**src/rtl/gmii_pkg.sv**
```systemverilog
// gmii_pkg: shared constants and FSM state type for the GMII framer and its rx counterpart.
// Latency: n/a (declarations only).
// Backpressure: n/a.
package gmii_pkg;

    localparam logic [7:0]  PREAMBLE_BYTE = 8'h55;
    localparam logic [7:0]  SFD_BYTE      = 8'hD5;

    localparam logic [31:0] CRC32_POLY    = 32'hEDB88320;
    localparam logic [31:0] CRC32_INIT    = 32'hFFFFFFFF;
    // Register value left after running the CRC over data followed by its own FCS.
    localparam logic [31:0] CRC32_RESIDUE = 32'hDEBB20E3;

    typedef enum logic [3:0] {
        IDLE,
        PRE,
        SFD,
        DATA,
        PAD,
        FCS,
        ERR,
        DROP,
        IFG
    } tx_state_t;

endpackage

```
**src/rtl/crc32_d8.sv**
```systemverilog
// crc32_d8: reflected CRC-32 advanced by one byte, LSB of the byte first.
// Latency: combinational.
// Backpressure: none; the caller decides when to register crc_next.
// Ports: crc = current register, data = byte to absorb, crc_next = updated register.
module crc32_d8
    import gmii_pkg::*;
(
    input  logic [31:0] crc,
    input  logic [7:0]  data,
    output logic [31:0] crc_next
);

    logic [31:0] c;

    always_comb begin
        c = crc ^ {24'h000000, data};
        for (int i = 0; i < 8; i++) begin
            c = {1'b0, c[31:1]} ^ (c[0] ? CRC32_POLY : 32'h00000000);
        end
        crc_next = c;
    end

endmodule

```
**src/rtl/gmii_tx.sv**
```systemverilog
// gmii_tx: GMII transmit framer adding preamble/SFD, zero pad, FCS and inter-frame gap.
// Latency: byte accepted in cycle k is on TX_D in cycle k+1; SFD is on the wire 8 cycles after start.
// Backpressure: o_ready only in SFD/DATA (until i_last) and DROP; a bubble while ready in SFD/DATA aborts.
// Ports: CLK/RST clock and async active-high reset; i_valid/i_data/i_last/o_ready input byte stream;
//        TX_D/TX_EN/TX_ERR registered GMII pins; o_busy (not IDLE), o_frame_done (last FCS byte),
//        o_underrun (error cycle), o_byte_cnt (data+pad count of the last good frame).
module gmii_tx
    import gmii_pkg::*;
#(
    parameter int MIN_LEN = 60,
    parameter int IFG_LEN = 12,
    parameter int PRE_LEN = 7
) (
    input  logic        CLK,
    input  logic        RST,
    input  logic        i_valid,
    input  logic [7:0]  i_data,
    input  logic        i_last,
    output logic        o_ready,
    output logic [7:0]  TX_D,
    output logic        TX_EN,
    output logic        TX_ERR,
    output logic        o_busy,
    output logic        o_frame_done,
    output logic        o_underrun,
    output logic [10:0] o_byte_cnt
);

    localparam logic [10:0] MIN_LEN_C = 11'(MIN_LEN);
    localparam logic [10:0] LEN_MAX   = 11'h7FF;

    tx_state_t   state, state_nxt;
    logic [7:0]  cnt, cnt_nxt;
    logic [10:0] len_cnt, len_cnt_nxt, len_inc;
    logic [31:0] crc, crc_nxt, crc_upd, fcs;
    logic [7:0]  crc_byte;

    logic [7:0]  tx_d_nxt;
    logic        tx_en_nxt;
    logic        tx_err_nxt;
    logic        done_nxt;
    logic        underrun_nxt;
    logic [10:0] byte_cnt_nxt;

    // Pad bytes are zero; everything else the CRC sees comes from the stream.
    assign crc_byte = (state == PAD) ? 8'h00 : i_data;

    crc32_d8 u_crc (
        .crc      (crc),
        .data     (crc_byte),
        .crc_next (crc_upd)
    );

    assign len_inc = (len_cnt == LEN_MAX) ? len_cnt : len_cnt + 11'd1;
    assign fcs     = ~crc;

    assign o_busy  = (state != IDLE);
    assign o_ready = (state == SFD) || (state == DATA) || (state == DROP);

    // The state in a cycle decides what goes on the wire in the following cycle,
    // so each branch computes the next registered pin values.
    always_comb begin
        state_nxt    = state;
        cnt_nxt      = cnt;
        len_cnt_nxt  = len_cnt;
        crc_nxt      = crc;
        tx_d_nxt     = 8'h00;
        tx_en_nxt    = 1'b0;
        tx_err_nxt   = 1'b0;
        done_nxt     = 1'b0;
        underrun_nxt = 1'b0;
        byte_cnt_nxt = o_byte_cnt;

        case (state)
            IDLE: begin
                cnt_nxt     = '0;
                len_cnt_nxt = '0;
                crc_nxt     = CRC32_INIT;
                if (i_valid) begin
                    state_nxt = PRE;
                    tx_en_nxt = 1'b1;
                    tx_d_nxt  = PREAMBLE_BYTE;
                end
            end

            // The IDLE edge already launched the first 0x55; the last PRE cycle launches the SFD.
            PRE: begin
                tx_en_nxt = 1'b1;
                if (cnt == 8'(PRE_LEN - 1)) begin
                    tx_d_nxt  = SFD_BYTE;
                    state_nxt = SFD;
                    cnt_nxt   = '0;
                end else begin
                    tx_d_nxt = PREAMBLE_BYTE;
                    cnt_nxt  = cnt + 8'd1;
                end
            end

            SFD, DATA: begin
                tx_en_nxt = 1'b1;
                cnt_nxt   = '0;
                if (i_valid) begin
                    tx_d_nxt    = i_data;
                    crc_nxt     = crc_upd;
                    len_cnt_nxt = len_inc;
                    if (i_last) begin
                        state_nxt = (len_inc < MIN_LEN_C) ? PAD : FCS;
                    end else begin
                        state_nxt = DATA;
                    end
                end else begin
                    tx_err_nxt   = 1'b1;
                    underrun_nxt = 1'b1;
                    state_nxt    = ERR;
                end
            end

            PAD: begin
                tx_en_nxt   = 1'b1;
                crc_nxt     = crc_upd;
                len_cnt_nxt = len_inc;
                cnt_nxt     = '0;
                if (len_inc >= MIN_LEN_C) begin
                    state_nxt = FCS;
                end
            end

            FCS: begin
                tx_en_nxt = 1'b1;
                case (cnt[1:0])
                    2'd0:    tx_d_nxt = fcs[7:0];
                    2'd1:    tx_d_nxt = fcs[15:8];
                    2'd2:    tx_d_nxt = fcs[23:16];
                    default: tx_d_nxt = fcs[31:24];
                endcase
                if (cnt[1:0] == 2'd3) begin
                    done_nxt     = 1'b1;
                    byte_cnt_nxt = len_cnt;
                    state_nxt    = IFG;
                    cnt_nxt      = '0;
                end else begin
                    cnt_nxt = cnt + 8'd1;
                end
            end

            ERR: begin
                state_nxt = DROP;
            end

            DROP: begin
                cnt_nxt = '0;
                if (i_valid && i_last) begin
                    state_nxt = IFG;
                end
            end

            // IFG_LEN+1 cycles here: the first still carries the last FCS byte,
            // leaving IFG_LEN low cycles before IDLE plus the IDLE decision cycle.
            IFG: begin
                if (cnt == 8'(IFG_LEN)) begin
                    state_nxt = IDLE;
                    cnt_nxt   = '0;
                end else begin
                    cnt_nxt = cnt + 8'd1;
                end
            end

            default: begin
                state_nxt = IDLE;
            end
        endcase
    end

    always_ff @(posedge CLK or posedge RST) begin
        if (RST) begin
            state        <= IDLE;
            cnt          <= '0;
            len_cnt      <= '0;
            crc          <= CRC32_INIT;
            TX_D         <= 8'h00;
            TX_EN        <= 1'b0;
            TX_ERR       <= 1'b0;
            o_frame_done <= 1'b0;
            o_underrun   <= 1'b0;
            o_byte_cnt   <= '0;
        end else begin
            state        <= state_nxt;
            cnt          <= cnt_nxt;
            len_cnt      <= len_cnt_nxt;
            crc          <= crc_nxt;
            TX_D         <= tx_d_nxt;
            TX_EN        <= tx_en_nxt;
            TX_ERR       <= tx_err_nxt;
            o_frame_done <= done_nxt;
            o_underrun   <= underrun_nxt;
            o_byte_cnt   <= byte_cnt_nxt;
        end
    end

endmodule
```
**config.mk**
```make
export PLATFORM = sky130hd
export DESIGN_NAME = gmii_tx
export DESIGN_NICKNAME = d
export VERILOG_FILES = /design/src/rtl/gmii_pkg.sv /design/src/rtl/crc32_d8.sv /design/src/rtl/gmii_tx.sv
export SDC_FILE = /design/constraint.sdc
export NUM_CORES = 1
export LEC_CHECK = 0
export ABC_CLOCK_PERIOD_IN_PS = 4650
export CAP_MARGIN = 20
export CORE_ASPECT_RATIO = 0.9
export CORE_MARGIN = 1
export CORE_UTILIZATION = 54
export CTS_BUF_LIST = sky130_fd_sc_hd__clkbuf_8
export CTS_CLUSTER_SIZE = 40
export DETAILED_ROUTE_END_ITERATION = 8
export MAX_ROUTING_LAYER = met4
export PLACE_DENSITY = 0.75
export SYNTH_ARGS = -nofsm -noshare
export SYNTH_HDL_FRONTEND = slang
export SYNTH_HIERARCHICAL = 1
export SYNTH_SLANG_ARGS = --single-unit
```
**constraint.sdc**
```tcl
create_clock -name CLK -period 4.65 [get_ports CLK]
set_input_delay 0.93 -clock CLK [delete_from_list [all_inputs] [get_ports CLK]]
set_output_delay 0.93 -clock CLK [all_outputs]
set_load 0.005 [all_outputs]
```
# Word level (Yosys, flattened, before mapping)
# Cells that the tools add are included.
# classes
add_sub_neg,2
order_cmp,2
eq_ne,21
muxes,39
bitwise,10
reduce_logical,14
# op_table
op,count
32-bit two-way mux,9
31-bit by 32-bit XOR with 32-bit output,8
32-bit case mux with 3 select lines,1
8-bit case mux with 4 select lines,2
8-bit two-way mux,6
11-bit case mux with 3 select lines,1
32-bit inverter,1
4-bit case mux with 8 select lines,1
32-bit by 8-bit XOR with 32-bit output,1
4-bit two-way mux,7
8-bit case mux with 3 select lines,1
11-bit two-way mux,2
4-bit by 3-bit == test with 1-bit output (second input constant),4
11-bit by 1-bit adder with 11-bit output (second input constant),1
11-bit == test (second input constant),1
11-bit by 6-bit greater-or-equal comparator with 1-bit output (second input constant),1
11-bit by 6-bit less-than comparator with 1-bit output (second input constant),1
2-bit inequality test (second input constant),5
5-bit OR reduction,2
8-bit by 1-bit adder with 8-bit output (second input constant),1
4-bit by 2-bit == test with 1-bit output (second input constant),2
8-bit by 3-bit == test with 1-bit output (second input constant),1
8-bit by 4-bit == test with 1-bit output (second input constant),1
4-bit nonzero test,2
17 further kinds,26
# totals
register_bits,77
input_bits,12
output_inout_bits,25
word_cells,97

# Logic depth before layout (Yosys ltp)
# Gate-level depths: netlist (run 1).
# depth
ltp_word,21
ltp_mapped,9
depth_no_buf,8

# Modules after synthesis
# The synthesis (run 1) kept the hierarchy.
# modules_own_cells
mod,instances,cells_per_inst,area_each_um2,seq_area_each_um2
gmii_tx,1,382,3925.0,1966.9
crc32_d8,1,70,813.3,0.0

# Worst setup path after synthesis (run 1)
# No wires, ideal clock.
# synth_timing
path_type,reg-to-reg
from,reg state[3]
to,reg crc[19]
setup_ns,0.080
arrival_time_ns,2.799
required_time_ns,4.570
path_slack_ns,1.772
path_stages_with_launch,9
n_path_buf,1
synth_period_minus_slack_ns,2.878
cell_sequence,dfrtp_1 buf_2 nor3_1 nor2b_1 xnor2_4 xnor3_2 xnor2_2 xnor2_1 o22a_1
# synth_via
elab_chain_cells,15
word_cells_on_any_way,27
cone_classes,eq/ne (4); mux (10); bitwise (9); reduce/logical (4)
# synth_rtl
item,line,source
"start, declared",gmii_tx.sv:32,"tx_state_t state, state_nxt;"
"start signal, assigned",gmii_tx.sv:187,state <= state_nxt;
4-bit by 3-bit == test with 1-bit output (*),gmii_tx.sv:46,assign crc_byte = (state == PAD) ? 8'h00 : i_data;
8-bit two-way mux (*),gmii_tx.sv:46,
named net crc_byte[0],gmii_tx.sv:36,logic [7:0] crc_byte;
32-bit by 8-bit XOR with 32-bit output (*),crc32_d8.sv:16,"c = crc ^ {24'h000000, data};"
32-bit two-way mux (*),crc32_d8.sv:18,"c = {1'b0, c[31:1]} ^ (c[0] ? CRC32_POLY : 32'h00000000);"
31-bit by 32-bit XOR with 32-bit output (*) (6 in series),crc32_d8.sv:18,
32-bit two-way mux,crc32_d8.sv:18,
31-bit by 32-bit XOR with 32-bit output (*) (2 in series),crc32_d8.sv:18,
named net crc_upd[19],gmii_tx.sv:35,"logic [31:0] crc, crc_nxt, crc_upd, fcs;"
32-bit two-way mux,gmii_tx.sv:102,if (i_valid) begin
32-bit case mux with 3 select lines (*),gmii_tx.sv:74,case (state)
"end signal, assigned",gmii_tx.sv:190,crc <= crc_nxt;
"end, declared",gmii_tx.sv:35,
# Mark *: on every way through the listed nets, which the timed path passes. The rest lies on a longest branch. The select of a mux whose other input is x is not followed.
# A chain may end at the register's enable or synchronous reset.

# Worst setup path after layout (run 1)
# layout_timing
from,reg state[3]
to,reg crc[19]
# layout_via
word_cells_on_any_way,27
cone_classes,eq/ne (4); mux (10); bitwise (9); reduce/logical (4)
# layout_lines
item,line
4-bit by 3-bit == test with 1-bit output (*),gmii_tx.sv:46
8-bit two-way mux (*),gmii_tx.sv:46
named net crc_byte[2],gmii_tx.sv:36
32-bit by 8-bit XOR with 32-bit output (*),crc32_d8.sv:16
31-bit by 32-bit XOR with 32-bit output (*) (2 in series),crc32_d8.sv:18
32-bit two-way mux (*),crc32_d8.sv:18
31-bit by 32-bit XOR with 32-bit output (*) (6 in series),crc32_d8.sv:18
named net crc_upd[19],gmii_tx.sv:35
32-bit two-way mux,gmii_tx.sv:102
32-bit case mux with 3 select lines (*),gmii_tx.sv:74
# Marks and branches as above.

==> run_results.csv, run 1 <==
group,metric,value,unit
die,rows,32,
global_routing,grt_pass1_vias,3429,
placement,place_congestion,0.850,
synth,yosysSeqAreaShare,41.5,%
sta,slew_headroom,32.5,%
sta,skew,0.00715,ns
die,die-area,9150,µm²
setup_path,end_kind,"flop",
setup_path,cp-start-kind,"flop",
synth,muxShareOfSynthArea,3.04,%
finish,antennaDiodeCount,0,
die,start_util,55.6,%
synth,yosys_warnings,6,
placement,numPortBuffers,36,
synth,synthAdderAreaFrac,1.58,%
job,cap_viol_max_count,0,
cts,cts_htree_levels,3,
cts,cts.clk_slew.worst_paths,0.08,ns
synth,syn_area,4740,µm²
synth,synth_area_leaders,"dfrtp_1 24%, dfstp_2 18%, xnor2_1 7.4%, o22a_1 6.1%, xor2_1 4.1%",
cts,holdBufCountCts,0,
synth,synth_edf_count,0,
cts,cts_buffers,9,
synth,synth_top_family_by_area,"XOR/XNOR gates",
setup_path,worstSetupPathType,"flop to flop",
setup_path,required,4.94,ns
setup_path,worstPathArrival,3.28,ns
global_routing,grt_pass1_wl,17500,µm
finish,area_growth,13.2,%
global_routing,grt_overflow_total,0,
synth,yosys_most_used_dff,"dfrtp_1",
cts,clockBufferDepth,2,
placement,dp_hpwl,7170,µm
cts,cts_tree,"built",
routing,drt_first_pass_iters,5,
cts,clock_latency,0.35,ns
routing,drt-wirelength-per-cell,17.3,µm
synth,ys_async_sr_fraction,100,%
die,core-area,8530,µm²
routing,drt_iter0_markers,220,
synth,synth_compound_area_share,17.9,%
die,die_h,90.9,µm
sta,setup_viol,0,
synth,synthXorXnorAreaFrac,18.5,%
global_routing,grt_usage,25.6,%
finish,nFillCells,681,
routing,via_per_inst,5.86,
die,num_io_pins,37,
routing,drc_errors,0,
synth,synth_area_leader_cell,"dfrtp_1",
routing,vias,3515,
synth,yosysTopAreaCellShare,23.8,%
sta,finalCritPeriodShare,64.4,%
hold_path,hp-class,"flop to flop",
synth,synth.avg_cell_area,10.5,µm²
die,die_width,101,µm
global_routing,grt_max_degree,43,
cts,clock_sinks,77,
setup_path,critPathMaxFanout,24,
routing,routed_wl,10400,µm
sta,min_period,3.00,ns
status,status,"finished clean",
synth,ys_ff_latch,77,
cts,cts_setup_buffers,0,
sta,drv_slew,0,
sta,fmax,334,MHz
sta,setup_tns,0,ns
synth,synthCells,452,
sta,tightest_slew,1.00,ns
cts,cts.repair.resized,0,
sta,hold_viol,0,
global_routing,grt_antenna_before_repair,0,
cts,clk_root_buffer_cell,"clkbuf_8",
finish,final_nets,494,
synth,synthSimpleGateAreaFrac,13.4,%
sta,rsz0062_at_grt,"no",
synth,syn_nets,470,
routing,ant_nets,0,
synth,yosys.cell_types.count,71,
finish,drive_above_1_share,18.7,%
==> critical path: stages (launching register included) <==
cell and delay, ns:
dfrtp_1 0.85, nor3_1 0.13, buf_4 0.22, nor2b_1 0.22, xor2_1 0.35, xnor3_1 0.57
xor2_1 0.19, xnor2_1 0.15, o22a_1 0.22
==> cell usage in the layout (no fill, tap or decap), types with 17 or more instances in the layout <==
master and instances:
clkdlybuf4s50_1 36, xnor2_1 40, xor2_1 22, a21oi_1 18
o21ai_0 17, o22a_1 33, nand2_1 38, dfstp_2 32
dfrtp_1 45, nor2_1 27
==> path summary, 6_finish.rpt <==
check / from / endpoint / slack, ns / cells past startpoint
setup / recovery: state[3] / crc[19] / 1.65 / 8
hold / removal: o_byte_cnt[1] / o_byte_cnt[1] / 0.51 / 1
setup reg to reg: state[3] / crc[19] / 1.65 / 8
hold reg to reg: o_byte_cnt[1] / o_byte_cnt[1] / 0.51 / 1
max in group asynchronous: RST / crc[3] / 2.72 / 3
min in group asynchronous: RST / TX_D[4] / 1.07 / 2
==> metal layers <==
layer,share of wire (%),vias up,global-route usage [%]
met1,48,1749,36.8
li1,-,1660,-
met3,5.0,10,6.04
met5,0,-,-
met4,0.85,0,5.80
met2,46,96,36.9
==> flip-flops by register name (all words and copies together) (netlist names) <==
| signal | cells |
|---|---|
| crc | 32 |
| len_cnt | 11 |
| o_byte_cnt | 11 |
| TX_D | 8 |
| cnt | 8 |
| state | 4 |
| TX_EN | 1 |
| o_frame_done | 1 |
| o_underrun | 1 |
==> logic make-up after synthesis <==
group,Yosys count
AO/OA/AOI/OAI,117
adder cells (fa/ha/maj),6
AND/OR/NAND/NOR,121
flip-flops,77
multiplexers,13
XOR/XNOR,77
buffers and inverters,41
==> cell usage after synthesis, types with 2 or more instances <==
cell      instances
mux2_2           11
nor2_1           27
o311ai_0          9
nand2b_1          3
nor2b_1          10
a21oi_1          19
mux2i_1           2
nor3_1            5
o31ai_1           5
nand3_1           8
clkbuf_1         12
o21ai_0          17
buf_6             2
nand2_1          38
o21ai_1           2
and4_1            2
buf_2            11
a21boi_0          2
o22a_1           33
xnor3_1           2
inv_1            12
xor2_2            3
buf_4             3
a221o_1           2
xnor2_1          40
nand3b_1          2
xnor2_2           3
xor2_1           22
xnor2_4           5
a21o_1            2
dfrtp_1          45
nand4_1           3
nor4_1            2
o211ai_1          2
and2_1            3
ha_1              6
a31oi_1           3
and3_1            3
o22ai_1           8
dfstp_2          32
==> layout make-up <==
class                           count  area (µm²)  share of cell area (%)
Tap cell                          119         149                    2.78
Clock inverter                      7        90.1                    1.68
Timing Repair Buffer               42         405                    7.56
Sequential cell                    77        1970                    36.7
Inverter                           12        45.0                   0.840
Multi-Input combinational cell    334        2580                    48.1
Clock buffer                        9         124                    2.31
==> metrics by stage <==
stage / util [%] / setup WS, ns / hold WS, ns / cells / instance area [µm²]
finish: 62.9 / 1.65 / 0.510 / 600 / 5360
floorplan: - / 1.77 / 0.504 / 452 / 4740
CTS: 62.9 / 1.69 / 0.514 / 600 / 5360
detailed placement: 60.4 / 1.48 / 0.495 / 584 / 5150
global placement: 60.4 / 1.49 / 0.487 / 584 / 5150
global route: 62.9 / 1.48 / 0.529 / 600 / 5360
Power of run 1 is not shown: default switching activity piles up to over one toggle a cycle in this logic, so the estimate is an artifact.
==> run 2, diff against run 1 <==
- ABC_CLOCK_PERIOD_IN_PS: 4650 -> 2600
- PLACE_DENSITY: 0.75 -> 0.78
- clock period: 4.65 -> 2.6 ns (I/O delays scaled with it)
==> run 2 against run 1 <==
Net effect: hold slack worse by 0.0022 ns; via count is 5.4% higher; critical path depth is 3 higher; clock skew is 0.0047 ns higher; die area stayed put; utilization is 3.6 points higher; register-to-register slack worse by 1.5 ns; critical path type unchanged.
==> run_results.csv, run 2 (same netlist as run 1, synthesis figures left out) <==
group,metric,value,unit
routing,vias,3704,
setup_path,slowest_delay,0.38,ns
sta,hold_viol,0,
setup_path,critPathMaxFanout,6,
hold_path,hp-class,"flop to flop",
cts,clock_latency,0.35,ns
global_routing,grt_overflow_total,0,
setup_path,required,2.88,ns
sta,setup_tns,0,ns
global_routing,grt_pass1_wl,18600,µm
global_routing,grt_max_degree,78,
hold_path,min_from,"o_byte_cnt[9]",
global_routing,grt_pass1_vias,3768,
setup_path,worstPathArrival,2.77,ns
finish,final_common_cell,"dfrtp_1",
setup_path,rr_startpoint,"state[0]",
die,num_io_pins,37,
finish,mostFrequentLayoutCells,"45 x dfrtp_1, 40 x xnor2_1, 40 x buf_4, 38 x nand2_1, 36 x clkdlybuf4s50_1",
die,rows,32,
job,cap_viol_max_count,0,
global_routing,grt_antenna_before_repair,0,
routing,drt_first_pass_iters,6,
placement,numPortBuffers,36,
routing,drt-wirelength-per-cell,17.3,µm
routing,ant_nets,0,
sta,fmax,401,MHz
sta,drv_slew,0,
global_routing,grt_usage,27.1,%
finish,antennaDiodeCount,0,
setup_path,end_kind,"flop",
setup_path,path_cells,"nand2b_1, nor3_4, buf_4, nor2b_1, buf_4, xnor2_4, buf_4, xor2_2, xor2_1, xnor2_1, o22a_1",
routing,routed_wl,11000,µm
hold_path,whs_endpoint,"o_byte_cnt[9]",
die,die-area,9150,µm²
cts,clockBufferDepth,2,
finish,reg_top3,"crc (32), len_cnt (11), o_byte_cnt (11)",
routing,drt_iter0_markers,219,
routing,via_per_inst,5.82,
setup_path,regToRegSetupSlack,0.11,ns
cts,cts.clk_slew.worst_paths,0.08,ns
die,die_h,90.9,µm
sta,skew,0.0118,ns
die,die_width,101,µm
cts,clk_root_buffer_cell,"clkbuf_8",
sta,setup_viol,0,
die,core-area,8530,µm²
cts,cts_tree,"built",
placement,dp_hpwl,7720,µm
finish,regMostFlops,"crc",
cts,holdBufCountCts,0,
finish,drive_above_1_share,24.6,%
cts,cts_htree_levels,3,
routing,drc_errors,0,
setup_path,cpMaxStageDelayCell,"dfrtp_1",
setup_path,cp_common_cell,"buf_4",
finish,largest_reg_flops,32,
sta,tightest_slew,0.485,ns
sta,rsz0062_at_grt,"no",
cts,cts_setup_buffers,0,
setup_path,worstSetupPathType,"flop to flop",
hold_path,hold_path_depth,1,
placement,place_congestion,0.887,
cts,cts_buffers,9,
sta,min_period,2.49,ns
sta,slew_headroom,67.2,%
finish,area_growth,19.6,%
sta,finalCritPeriodShare,95.9,%
sta,whs,0.508,ns
setup_path,cp-start-kind,"flop",
setup_path,r2r-end,"crc[17]",
cts,cts.repair.resized,0,
setup_path,reg2reg_depth,11,
die,start_util,55.6,%
finish,final_nets,530,
status,status,"finished clean",
cts,clock_sinks,77,
run 2: routing by layer:
metal  global-route usage (%)  up-vias  part of all wire, %
li1                         -     1739                    -
met4                     7.13        0                  1.2
met1                     38.5     1822                   46
met5                        -        -                    0
met2                     40.7      127                   47
met3                     3.95       16                  5.6
run 2: cell type report:
| class | count | area, µm² |
|---|---|---|
| Clock buffer | 9 | 124 |
| Clock inverter | 7 | 91.3 |
| Fill cell | 698 | 2860 |
| Inverter | 12 | 45.0 |
| Multi-Input combinational cell | 334 | 2590 |
| Sequential cell | 77 | 1970 |
| Tap cell | 119 | 149 |
| Timing Repair Buffer | 78 | 701 |
run 2: worst max-delay path, delay by kind of cell, from the launching register on:
family,cells,cell delay (ns)
AOI/OAI and AO/OA,1,0.22
buffers and inverters,3,0.53
and+or+nand+nor,3,0.46
DFF,1,0.38
xor gates and xnor gates,4,0.84
run 2: worst max path at each step:
stage               from      end  slack, ns
6_report        state[0]  crc[17]       0.11
5_1_grt         state[0]  crc[17]     0.0008
4_1_cts         state[0]  crc[17]       0.12
3_5_place_dp   i_data[0]  crc[17]      0.005
3_3_place_gp   i_data[0]  crc[17]       0.06
2_1_floorplan   state[3]  crc[19]       0.10
run 2: through the flow:
stage | instance area (µm²) | setup WS, ns | utilization (%) | cells
global placement | 5450 | 0.0577 | 64.0 | 620
floorplan | 4750 | 0.102 | - | 452
global route | 5670 | 0.000790 | 66.5 | 636
CTS | 5670 | 0.120 | 66.5 | 636
finish | 5670 | 0.106 | 66.5 | 636
detailed placement | 5450 | 0.00534 | 64.0 | 620
Power of run 2 is left out for the same reason.
